$ cat src/rtl/instrumented_adder_meas.sv
// ---------------------------------------------------------------------------
// instrumented_adder_meas
//
// Measurement sequencer for an instrumented adder under test (AUT).
// It loads the operands and drives them into the AUT. It can close a ring
// oscillator through selected bits of operand A. It counts rising edges of
// the AUT chain output over a programmed window, then captures the AUT sum.
//
// Sequence: IDLE -> LOAD -> RUN -> DRAIN -> DONE -> IDLE
//   LOAD  : latch operands, ring mask and window length; clear the counter.
//   RUN   : ring feedback enabled for exactly stop_time cycles.
//   DRAIN : ring broken; edges still in the sampling pipeline are counted.
//   DONE  : one-cycle done pulse; results published.
//
// Compile-time option
//   INSTR_ADDER_SYNC_EN : chain_out goes through a 2-flop synchroniser before
//                         edge detection. DRAIN becomes 3 cycles and the
//                         start->done latency becomes stop_time+5.
//                         Undefined: one sampling flop, DRAIN 2 cycles,
//                         latency stop_time+4.
//
// Parameters
//   WIDTH : adder operand/sum width
//   CNT_W : width of the window timer, stop_time and ring_count
//
// Ports
//   wb_clk_i   in   1      clock
//   wb_rst_ni  in   1      synchronous reset, active-low
//   active     in   1      design select; low aborts to IDLE synchronously
//   start      in   1      level request, sampled only in IDLE
//   stop_time  in   CNT_W  RUN window length in cycles
//   cfg_a      in   WIDTH  operand A value
//   cfg_b      in   WIDTH  operand B value
//   cfg_ring   in   WIDTH  per bit: 1 = A bit driven by ring feedback
//   adder_a    out  WIDTH  operand A to AUT (ring bits combinational)
//   adder_b    out  WIDTH  operand B to AUT
//   adder_s    in   WIDTH  AUT sum
//   chain_out  in   1      AUT ring/carry output, asynchronous
//   busy       out  1      high in LOAD/RUN/DRAIN/DONE
//   done       out  1      one-cycle completion pulse
//   ring_count out  CNT_W  chain_out rising edges in the last window
//   sum_out    out  WIDTH  adder_s captured at completion
//   count_ovf  out  1      ring_count saturated in the last window
// ---------------------------------------------------------------------------
module instrumented_adder_meas #(
    parameter int WIDTH = 32,
    parameter int CNT_W = 32
) (
    input  logic             wb_clk_i,
    input  logic             wb_rst_ni,
    input  logic             active,
    input  logic             start,
    input  logic [CNT_W-1:0] stop_time,
    input  logic [WIDTH-1:0] cfg_a,
    input  logic [WIDTH-1:0] cfg_b,
    input  logic [WIDTH-1:0] cfg_ring,
    output logic [WIDTH-1:0] adder_a,
    output logic [WIDTH-1:0] adder_b,
    input  logic [WIDTH-1:0] adder_s,
    input  logic             chain_out,
    output logic             busy,
    output logic             done,
    output logic [CNT_W-1:0] ring_count,
    output logic [WIDTH-1:0] sum_out,
    output logic             count_ovf
);

    typedef enum logic [2:0] {
        IDLE  = 3'd0,
        LOAD  = 3'd1,
        RUN   = 3'd2,
        DRAIN = 3'd3,
        DONE  = 3'd4
    } state_t;

    // Index of the last DRAIN cycle. DRAIN must outlast the sampling
    // pipeline so that every edge seen during RUN reaches the counter.
`ifdef INSTR_ADDER_SYNC_EN
    localparam logic [1:0] DRAIN_LAST = 2'd2;
`else
    localparam logic [1:0] DRAIN_LAST = 2'd1;
`endif

    state_t           state;
    logic             ring_en;
    logic [WIDTH-1:0] a_q;
    logic [WIDTH-1:0] b_q;
    logic [WIDTH-1:0] ring_q;
    logic [CNT_W-1:0] timer;
    logic [1:0]       drain_cnt;

    // Working edge counter for the window in progress. It is published to
    // ring_count/count_ovf only on completion. An aborted window therefore
    // never disturbs the last reported result.
    logic [CNT_W-1:0] cnt_q;
    logic             ovf_q;
    logic [CNT_W-1:0] cnt_nxt;
    logic             ovf_nxt;

    // chain_out sampling: chain_p1 is the current sample and chain_p2 the
    // previous one.
    logic chain_p1;
    logic chain_p2;
    logic rise;

    // Saturating increment. Returns {overflow, count}. The overflow flag is
    // sticky: it is set on any increment attempted at all-ones.
    function automatic logic [CNT_W:0] sat_inc(
        input logic [CNT_W-1:0] cnt,
        input logic             ovf,
        input logic             inc
    );
        logic [CNT_W:0] res;
        res = {ovf, cnt};
        if (inc) begin
            if (&cnt) begin
                res[CNT_W] = 1'b1;
            end else begin
                res[CNT_W-1:0] = cnt + CNT_W'(1);
            end
        end
        return res;
    endfunction

    // ---- AUT operand drive ----
    // The ring path is intentionally combinational from chain_out. Clearing
    // ring_en breaks the loop, which leaves plain a_q bits.
    assign adder_a = (a_q & ~ring_q) | (ring_q & {WIDTH{ring_en & ~chain_out}});
    assign adder_b = b_q;

    // ---- chain_out sampling ----
`ifdef INSTR_ADDER_SYNC_EN
    logic chain_p0;

    always_ff @(posedge wb_clk_i) begin
        if (!wb_rst_ni) begin
            chain_p0 <= 1'b0;
            chain_p1 <= 1'b0;
            chain_p2 <= 1'b0;
        end else begin
            chain_p0 <= chain_out;
            chain_p1 <= chain_p0;
            chain_p2 <= chain_p1;
        end
    end
`else
    always_ff @(posedge wb_clk_i) begin
        if (!wb_rst_ni) begin
            chain_p1 <= 1'b0;
            chain_p2 <= 1'b0;
        end else begin
            chain_p1 <= chain_out;
            chain_p2 <= chain_p1;
        end
    end
`endif

    assign rise = chain_p1 & ~chain_p2;

    // ---- edge count next value ----
    // Edges are counted only in RUN and DRAIN.
    always_comb begin
        logic [CNT_W:0] inc_res;
        inc_res = sat_inc(cnt_q, ovf_q, rise & ((state == RUN) | (state == DRAIN)));
        cnt_nxt = inc_res[CNT_W-1:0];
        ovf_nxt = inc_res[CNT_W];
    end

    // ---- sequencer ----
    always_ff @(posedge wb_clk_i) begin
        if (!wb_rst_ni) begin
            state      <= IDLE;
            ring_en    <= 1'b0;
            busy       <= 1'b0;
            done       <= 1'b0;
            a_q        <= '0;
            b_q        <= '0;
            ring_q     <= '0;
            timer      <= '0;
            drain_cnt  <= '0;
            cnt_q      <= '0;
            ovf_q      <= 1'b0;
            ring_count <= '0;
            count_ovf  <= 1'b0;
            sum_out    <= '0;
        end else if (!active) begin
            // Deselected: drop back to IDLE. Published results are held.
            state     <= IDLE;
            ring_en   <= 1'b0;
            busy      <= 1'b0;
            done      <= 1'b0;
            drain_cnt <= '0;
        end else begin
            done <= 1'b0;
            case (state)
                IDLE: begin
                    if (start) begin
                        state <= LOAD;
                        busy  <= 1'b1;
                    end
                end

                LOAD: begin
                    a_q       <= cfg_a;
                    b_q       <= cfg_b;
                    ring_q    <= cfg_ring;
                    timer     <= stop_time;
                    cnt_q     <= '0;
                    ovf_q     <= 1'b0;
                    drain_cnt <= '0;
                    // A zero-length window skips RUN, so the ring never closes.
                    if (stop_time == '0) begin
                        state <= DRAIN;
                    end else begin
                        state   <= RUN;
                        ring_en <= 1'b1;
                    end
                end

                RUN: begin
                    timer <= timer - CNT_W'(1);
                    cnt_q <= cnt_nxt;
                    ovf_q <= ovf_nxt;
                    if (timer == CNT_W'(1)) begin
                        state   <= DRAIN;
                        ring_en <= 1'b0;
                    end
                end

                DRAIN: begin
                    cnt_q     <= cnt_nxt;
                    ovf_q     <= ovf_nxt;
                    drain_cnt <= drain_cnt + 2'd1;
                    if (drain_cnt == DRAIN_LAST) begin
                        // Publish on entry to DONE so the results line up with
                        // the done pulse. This includes any edge counted on
                        // this last DRAIN cycle.
                        state      <= DONE;
                        done       <= 1'b1;
                        sum_out    <= adder_s;
                        ring_count <= cnt_nxt;
                        count_ovf  <= ovf_nxt;
                    end
                end

                DONE: begin
                    state <= IDLE;
                    busy  <= 1'b0;
                end

                default: begin
                    state   <= IDLE;
                    busy    <= 1'b0;
                    ring_en <= 1'b0;
                end
            endcase
        end
    end

endmodule

$ cat config.mk
export PLATFORM = sky130hd
export DESIGN_NAME = instrumented_adder_meas
export DESIGN_NICKNAME = d
export VERILOG_FILES = /design/src/rtl/instrumented_adder_meas.sv
export SDC_FILE = /design/constraint.sdc
export NUM_CORES = 1
export LEC_CHECK = 0
export CAP_MARGIN = 40
export CORE_ASPECT_RATIO = 0.6
export CORE_MARGIN = 2
export CORE_UTILIZATION = 40
export DETAILED_ROUTE_END_ITERATION = 6
export HOLD_SLACK_MARGIN = 0.12
export PLACE_DENSITY = 0.65
export SETUP_SLACK_MARGIN = 0.2
export SYNTH_ARGS = -nofsm -noshare
export SYNTH_HDL_FRONTEND = slang
export SYNTH_SLANG_ARGS = --single-unit
$ cat constraint.sdc
create_clock -name wb_clk_i -period 3.35 [get_ports wb_clk_i]
set_input_delay 0.8375 -clock wb_clk_i [delete_from_list [all_inputs] [get_ports wb_clk_i]]
set_output_delay 0.8375 -clock wb_clk_i [all_outputs]
set_load 0.05 [all_outputs]
# Yosys cells after proc, flatten, opt, wreduce, memory -nomap -nowiden
# Index checks and enable logic that the tools add are counted.
dict set report totals {
  register_bits 236
  latch_bits 0
  ramBits 0
  mem_bits_ro 0
  input_bits 165
  output_inout_bits 131
  word_cells 77
  n_memories 0
}
dict set report classes {
  addsub 3
  n_mul 0
  n_div 0
  magnitude_cmp 0
  eq_ne 10
  shift 0
  n_mux 18
  bitwise 12
  n_reduce_logical 18
}
# cell count
set op_table {}
lappend op_table {{32-bit one-hot mux with 2 select lines} 2}
lappend op_table {{32-bit bitwise AND} 2}
lappend op_table {{33-bit two-way mux} 1}
lappend op_table {{32-bit by 1-bit adder with 32-bit output (second input constant)} 1}
lappend op_table {{32-bit by 1-bit equality test with 1-bit output (second input constant)} 1}
lappend op_table {{32-bit logical NOT} 1}
lappend op_table {{32-bit two-way mux} 1}
lappend op_table {{32-bit NOT} 1}
lappend op_table {{32-bit bitwise OR} 1}
lappend op_table {{32-bit AND reduction} 1}
lappend op_table {{32-bit by 1-bit subtractor with 32-bit output (second input constant)} 1}
lappend op_table {{3-bit one-hot mux with 4 select lines} 1}
lappend op_table {{3-bit AND reduction} 4}
lappend op_table {{2-bit AND reduction} 5}
lappend op_table {{3-bit two-way mux} 3}
lappend op_table {{3-bit by 2-bit equality test with 1-bit output (second input constant)} 2}
lappend op_table {{1-bit two-way mux} 6}
lappend op_table {{2-bit nonzero test} 3}
lappend op_table {{3-bit OR reduction} 2}
lappend op_table {{2-bit by 1-bit inequality test with 1-bit output (second input constant)} 2}
lappend op_table {{2-bit inequality test (second input constant)} 2}
lappend op_table {{1-bit NOT} 4}
lappend op_table {{1-bit one-hot mux with 2 select lines} 2}
lappend op_table {{2-bit one-hot mux with 2 select lines} 1}
lappend op_table {{other kinds (9)} 11}

# Longest topological paths before layout
# Gate-level depths: netlist of run 1.
dict set report depth {
  depth_word 5
  ltp_mapped 9
  ltp_nobuf 8
}

# Worst setup path before layout of run 1
# OpenSTA, ideal clock, no wires.
dict set report synth_path {
  path_kind {input to output}
  start {input port chain_out}
  end {output port adder_a[10]}
  arrival_ps 1622
  t_required_ps 2513
  setup_slack_ps 891
  stages 3
  path_buffers 1
  path_cell_list {nor2b_1 > clkbuf_1 > mux2_2}
}
dict set report synth_between {
  elab_chain_len 4
}
# item line_no
set synth_lines {}
lappend synth_lines {{from (decl)} 60} ;# input logic chain_out,
lappend synth_lines {{1-bit NOT} 128} ;# assign adder_a = (a_q & ~ring_q) | (ring_q & {WIDTH{ring_en & ~chain_out}});
lappend synth_lines {{1-bit bitwise AND} 128}
lappend synth_lines {{32-bit bitwise AND} 128}
lappend synth_lines {{32-bit bitwise OR} 128}
lappend synth_lines {{to (decl)} 57} ;# output logic [WIDTH-1:0] adder_a,
# Every way passes these cells.

# Final worst setup path of run 1
dict set report layout_path {
  start {input port chain_out}
  end {output port adder_a[30]}
}
# The elaborated chain is that of the path after synthesis.

==> metrics.txt, run 1 <==
initial detailed-routing violation count 891; layout cells sized above 1 0.0899; RSZ-0062 raised after global routing false; slew margin rel. 0.371; critical path's slowest cell clkdlybuf4s50_1; GRT overflow 0; Met2 Wirelength 14800 µm; GRT Overall Usage 0.250; hold-critical path depth 2; final setup fails 0; worst slew pin tran 936 ps; TritonRoute pass-1 iters 5; Final Max Tran Viols 0; Rows 45; Hold Crit Start adder_b[19]; worst setup skew after layout 17.5 ps; commonest non-fill, non-tap cells in the layout nand2_1, clkdlybuf4s50_1, dfxtp_1; TritonCTS clock tree yes; number of flops mapped to enable cells by yosys 0; CTS Buffer Depth 3; met3 wire length 3450 µm; core area 25400 µm²; # IOs 296; final cell count without fillers 1944; CTS clk-pin slew, worst paths 60 ps; WP data required 2510 ps; Synth Instances 1331; Post-Syn Area 10400 µm²; flop-to-flop setup slack 650 ps; status finished clean; power per cell area 416 nW/µm²; Worst Hold End adder_b[19]; hold_ws 451 ps; Pwr Total 6.15 mW; CTS Sinks 236; Post-route DRC 0; first-pass GRT wire length 54200 µm; I/O Buffers 295; WS Path Type input port to output pin; Post-CTS Setup Bufs 0; Area Overhead vs Synth 41.4%; worst-path cell chain clkdlybuf4s50_1, nor2b_2, buf_8, mux2_2, buf_12; H-tree levels 1; Final Cycle Share 0.893; Startpoint Class input port; RR Startpoint cnt_q[1]; Die X 213 µm; syn_area_per_cell 7.85 µm²; later-pin clock latency in the skew report 530 ps; fin util 0.580; DP Wirelength 26100 µm; Vias/cell 5.36; delay-heaviest family, CP buffers and inverters; FILL cells 2302; pre-CTS setup slack 369 ps; Die ar. 27500 µm²; DR WL/cell 18.4 µm; CP Capture Type output pin; cts hold-fix bufs 0; Final Hold Viols 0; reg2reg end cnt_q[12]; min cycle time layout 2990 ps; Pleak 5.11 nW; area of the multi-input gates 5280 µm²; Vias 10400; Crit Path Max Fanout 28; Placed Area 14100 µm²; drt total wl 35700 µm; Metal-1 WL 16600 µm; vias in the first global route 9513; Die Span Y 129 µm; largest net degree at the start of global routing 84; fmax 334 MHz; post-cts resize count 0; Inserted Clock Buffers 23; post-synthesis register bit count 236; Post-Layout Inst Area 14800 µm²; sum of negative setup slack 0 ps; final net count 1745; Ys Warns 0; crit path launch chain_out; initial antenna violation count 1; uppermost layer routed met4; placed insts 1903; Register Area 4720 µm²; critical path depth 5; R2R depth 7; syn nets 1500; Initial Util 0.410; GP Congestion 0.852; arrival time worst endpoint 2150 ps; proportion of synthesized flip-flops having asynchronous set or reset 0; commonest non-fill, non-tap cell in the layout nand2_1; Yosys cell types 62; Root Buffer clkbuf_16; Antenna Nets Post-Route 0; Slowest Stage Delay on Critical Path 450 ps; Setup WS post-layout 359 ps; min-delay worst type flip-flop to flip-flop; Seq/Total Area, Yosys 0.452; worst path bufs/invs 3; maxcap violations 0; Max VDD drop 0.000290 V; Synth Flop Type dfxtp_1
==> synth_stat cells (11+ instances only) <==
cell,instances,area [µm²]
nand2_1,336,1260
dfxtp_1,236,4720
a21oi_1,194,971
clkbuf_1,93,349
o21ai_0,88,440
nor2_1,50,188
mux2_2,32,360
nand3_1,30,150
nor4_1,26,163
nor3_1,23,115
xnor2_1,20,175
nand4_1,18,113
a31oi_1,16,100
and3_1,12,75.1
xor2_1,11,96.3
==> worst max path at each step <==
stage	endpoint	slack (ps)
floorplan	adder_a[10]	890
global placement	adder_a[9]	7
detailed placement	adder_a[11]	370
CTS	adder_a[30]	360
global route	adder_a[30]	290
finish	adder_a[30]	360
==> cell type report <==
class / instances / share of cell area
Multi-Input combinational cell: 984 / 0.357
Tap cell: 352 / 0.0298
Clock buffer: 36 / 0.0457
Inverter: 7 / 0.00195
Timing Repair Buffer: 324 / 0.244
Sequential cell: 236 / 0.320
Antenna cell: 2 / 0.000339
Clock inverter: 3 / 0.00127
==> cell families (layout without fill, tap and decap cells) <==
logic type,count (synthesis),after routing,synth area share
AO/OA/AOI/OAI,368,368,0.200
XOR/XNOR,31,31,0.0260
adder cells (fa/ha/maj),4,4,0.00479
buffers and inverters,111,370,0.0448
flip-flops,236,236,0.452
multiplexers,36,36,0.0383
other,0,2,0
AND/OR/NAND/NOR,545,545,0.234
==> where the power goes <==
group | internal (mW) | switching, mW
clock | 1.38 | 1.10
combinational | 0.368 | 0.399
sequential | 2.86 | 0.0453
==> worst reg2reg max path, cell delays in order (launching register included) <==
cell and delay [ps]:
dfxtp_1 440, ha_1 330, nand2_1 110, nor4_2 630, a311oi_1 420, and4_1 380, nor3b_1 150, a21o_1 160
==> sequential cells by signal, summed over array words and instances, names as in the netlist, 2 cells and up <==
register    flops
a_q            32
adder_b        32
cnt_q          32
ring_count     32
ring_q         32
sum_out        32
timer          32
state           3
drain_cnt       2
==> layer usage <==
metal | vias up | GRT usage
met4 | 0 | 0.0559
li1 | 5131 | -
met5 | - | 0
met2 | 393 | 0.362
met3 | 58 | 0.0880
met1 | 4836 | 0.356
No activity file was read; power rests on OpenSTA's default activity.
==> run 2: changes to the inputs <==
- SKIP_LAST_GASP: unset -> 1
- SLEW_MARGIN: unset -> 20
==> run 2 against run 1 <==
Via count rose by 0.52%. Clock skew fell by 9.1 ps. Clock-buffer cell count fell by 1. Register-to-register slack got worse by 70 ps.
==> metrics.txt, run 2 (synthesis results as in run 1) <==
status finished clean; CTS Buffer Depth 3 (unchanged); worst slew pin tran 812 ps (-125 ps); maxcap violations 0 (unchanged); Final Max Tran Viols 0 (unchanged); Die Span Y 129 µm (unchanged); GP Congestion 0.852 (unchanged); CTS clk-pin slew, worst paths 60 ps (about the same); flop-to-flop setup slack 580 ps (-70 ps); DR WL/cell 18.3 µm (-0.20%); Vias 10500 (+0.52%); FILL cells 2286 (-0.70%); Final Cycle Share 0.909 (+0.0166); sum of negative setup slack 0 ps (unchanged); Root Buffer clkbuf_16; Final Hold Viols 0 (unchanged); Pleak 5.13 nW (+0.40%); commonest non-fill, non-tap cells in the layout nand2_1, clkdlybuf4s50_1, dfxtp_1; min cycle time layout 3050 ps (+55.6 ps); # IOs 296 (unchanged); vias in the first global route 9483 (-0.32%); Post-route DRC 0 (unchanged); Rows 45 (unchanged); Logic pwr share 0.124 (about the same); final setup fails 0 (unchanged); first-pass GRT wire length 54200 µm (about the same); arrival time worst endpoint 2210 ps (+60 ps); GRT overflow 0 (unchanged); later-pin clock latency in the skew report 530 ps (about the same); cts hold-fix bufs 0 (unchanged); core area 25400 µm² (unchanged); commonest non-fill, non-tap cell in the layout nand2_1; Area Overhead vs Synth 41.7%; Reg power frac 0.471 (-0.002); RR Startpoint cnt_q[1]; hold-critical path depth 2 (unchanged); min-delay worst type flip-flop to flip-flop; R2R depth 7 (unchanged); hold_ws 450 ps (-0.885 ps); layout cells sized above 1 0.0923 (+0.00240); Vias/cell 5.38 (+0.42%); I/O Buffers 295 (unchanged); internal cell power 4.62 mW (+0.37%); Inserted Clock Buffers 23 (unchanged); Register Area 4720 µm² (unchanged); worst setup skew after layout 8.42 ps (-9.10 ps); Post-CTS Setup Bufs 0 (unchanged); GRT Overall Usage 0.250 (-0.000356); TritonCTS clock tree yes; slew margin rel. 0.455 (+0.0837); WP data required 2510 ps (about the same); Hold Crit Start adder_b[19]; Initial Util 0.410 (unchanged); clock share of power 0.405 (+0.002); Antenna Nets Post-Route 0 (unchanged); CTS Sinks 236 (unchanged); H-tree levels 1 (unchanged); area of the multi-input gates 5280 µm² (unchanged); CP Capture Type output pin; fmax 328 MHz (-1.8%); initial detailed-routing violation count 876 (-1.7%); drt total wl 35700 µm (about the same); net switching power 1.55 mW (+0.52%); initial antenna violation count 3 (+2); Startpoint Class input port; final net count 1748 (+0.17%); Die ar. 27500 µm² (unchanged); TritonRoute pass-1 iters 5 (unchanged); WS Path Type input port to output pin; DP Wirelength 26000 µm (-0.57%); power per cell area 417 nW/µm² (+0.20%); Die X 213 µm (unchanged); Worst Hold End adder_b[19]; post-cts resize count 0 (unchanged); largest net degree at the start of global routing 84 (unchanged); Max VDD drop 0.000270 V (-7.0%); Crit Path Max Fanout 26 (-7.1%); RSZ-0062 raised after global routing false; Sw Ratio 0.251 (+0.000291); reg2reg end cnt_q[26]
==> run 2: cell types whose count changed in the layout (fill, tap and decap cells not counted) <==
cell and delta:
clkbuf_8 +1, buf_6 +1, clkbuf_4 +1, clkbuf_1 -2, clkbuf_2 +1
==> run 2: worst max path at each step <==
stage / startpoint / endpoint / slack, ps / cells past startpoint
after floorplan: chain_out / adder_a[10] / 890 / 3
after global placement: chain_out / adder_a[9] / 7 / 4
after detailed placement: chain_out / adder_a[25] / 320 / 5
after CTS: chain_out / adder_a[11] / 320 / 5
after global routing: chain_out / adder_a[21] / 250 / 5
final: chain_out / adder_a[11] / 300 / 5
==> run 2: area by class of cell <==
type                    instances  share of cell area
diodes                          2            0.000338
clock buffers                  35              0.0460
flip-flops and latches        236               0.319
well taps                     352              0.0298
multi-input cells             984               0.357
inverters                       7             0.00194
clock inverters                 3             0.00127
repair buffers                327               0.245
==> run 2: critical path, cell delays in order <==
cell and delay (ps):
clkdlybuf4s50_1 440, nor2b_2 300, buf_6 260, mux2_2 220, buf_12 140
==> run 2: routing by layer <==
metal | share of wire | GRT usage
met5 | 0.00036 | 0
met2 | 0.41 | 0.362
met1 | 0.46 | 0.357
met3 | 0.10 | 0.0841
met4 | 0.023 | 0.0576
==> run 2: power by group through the flow <==
stage,sequential (mW),combinational (mW),clock [mW]
final,2.91,0.768,2.50
after global routing,2.91,0.825,2.68
after CTS,2.90,0.762,2.56
after detailed placement,2.97,0.758,0
after global placement,2.97,0.747,0
after floorplan,2.99,0.342,0
==> run 2: stage by stage <==
stage | total power [mW] | util | cells | setup WS (ps) | cell area (µm²)
2_1_floorplan | 3.33 | - | 1331 | 891 | 10400
3_3_place_gp | 3.71 | 0.551 | 1901 | 6.78 | 14000
3_5_place_dp | 3.72 | 0.553 | 1903 | 325 | 14100
4_1_cts | 6.23 | 0.580 | 1941 | 322 | 14800
5_1_grt | 6.41 | 0.581 | 1944 | 246 | 14800
6_report | 6.17 | 0.582 | 1946 | 304 | 14800
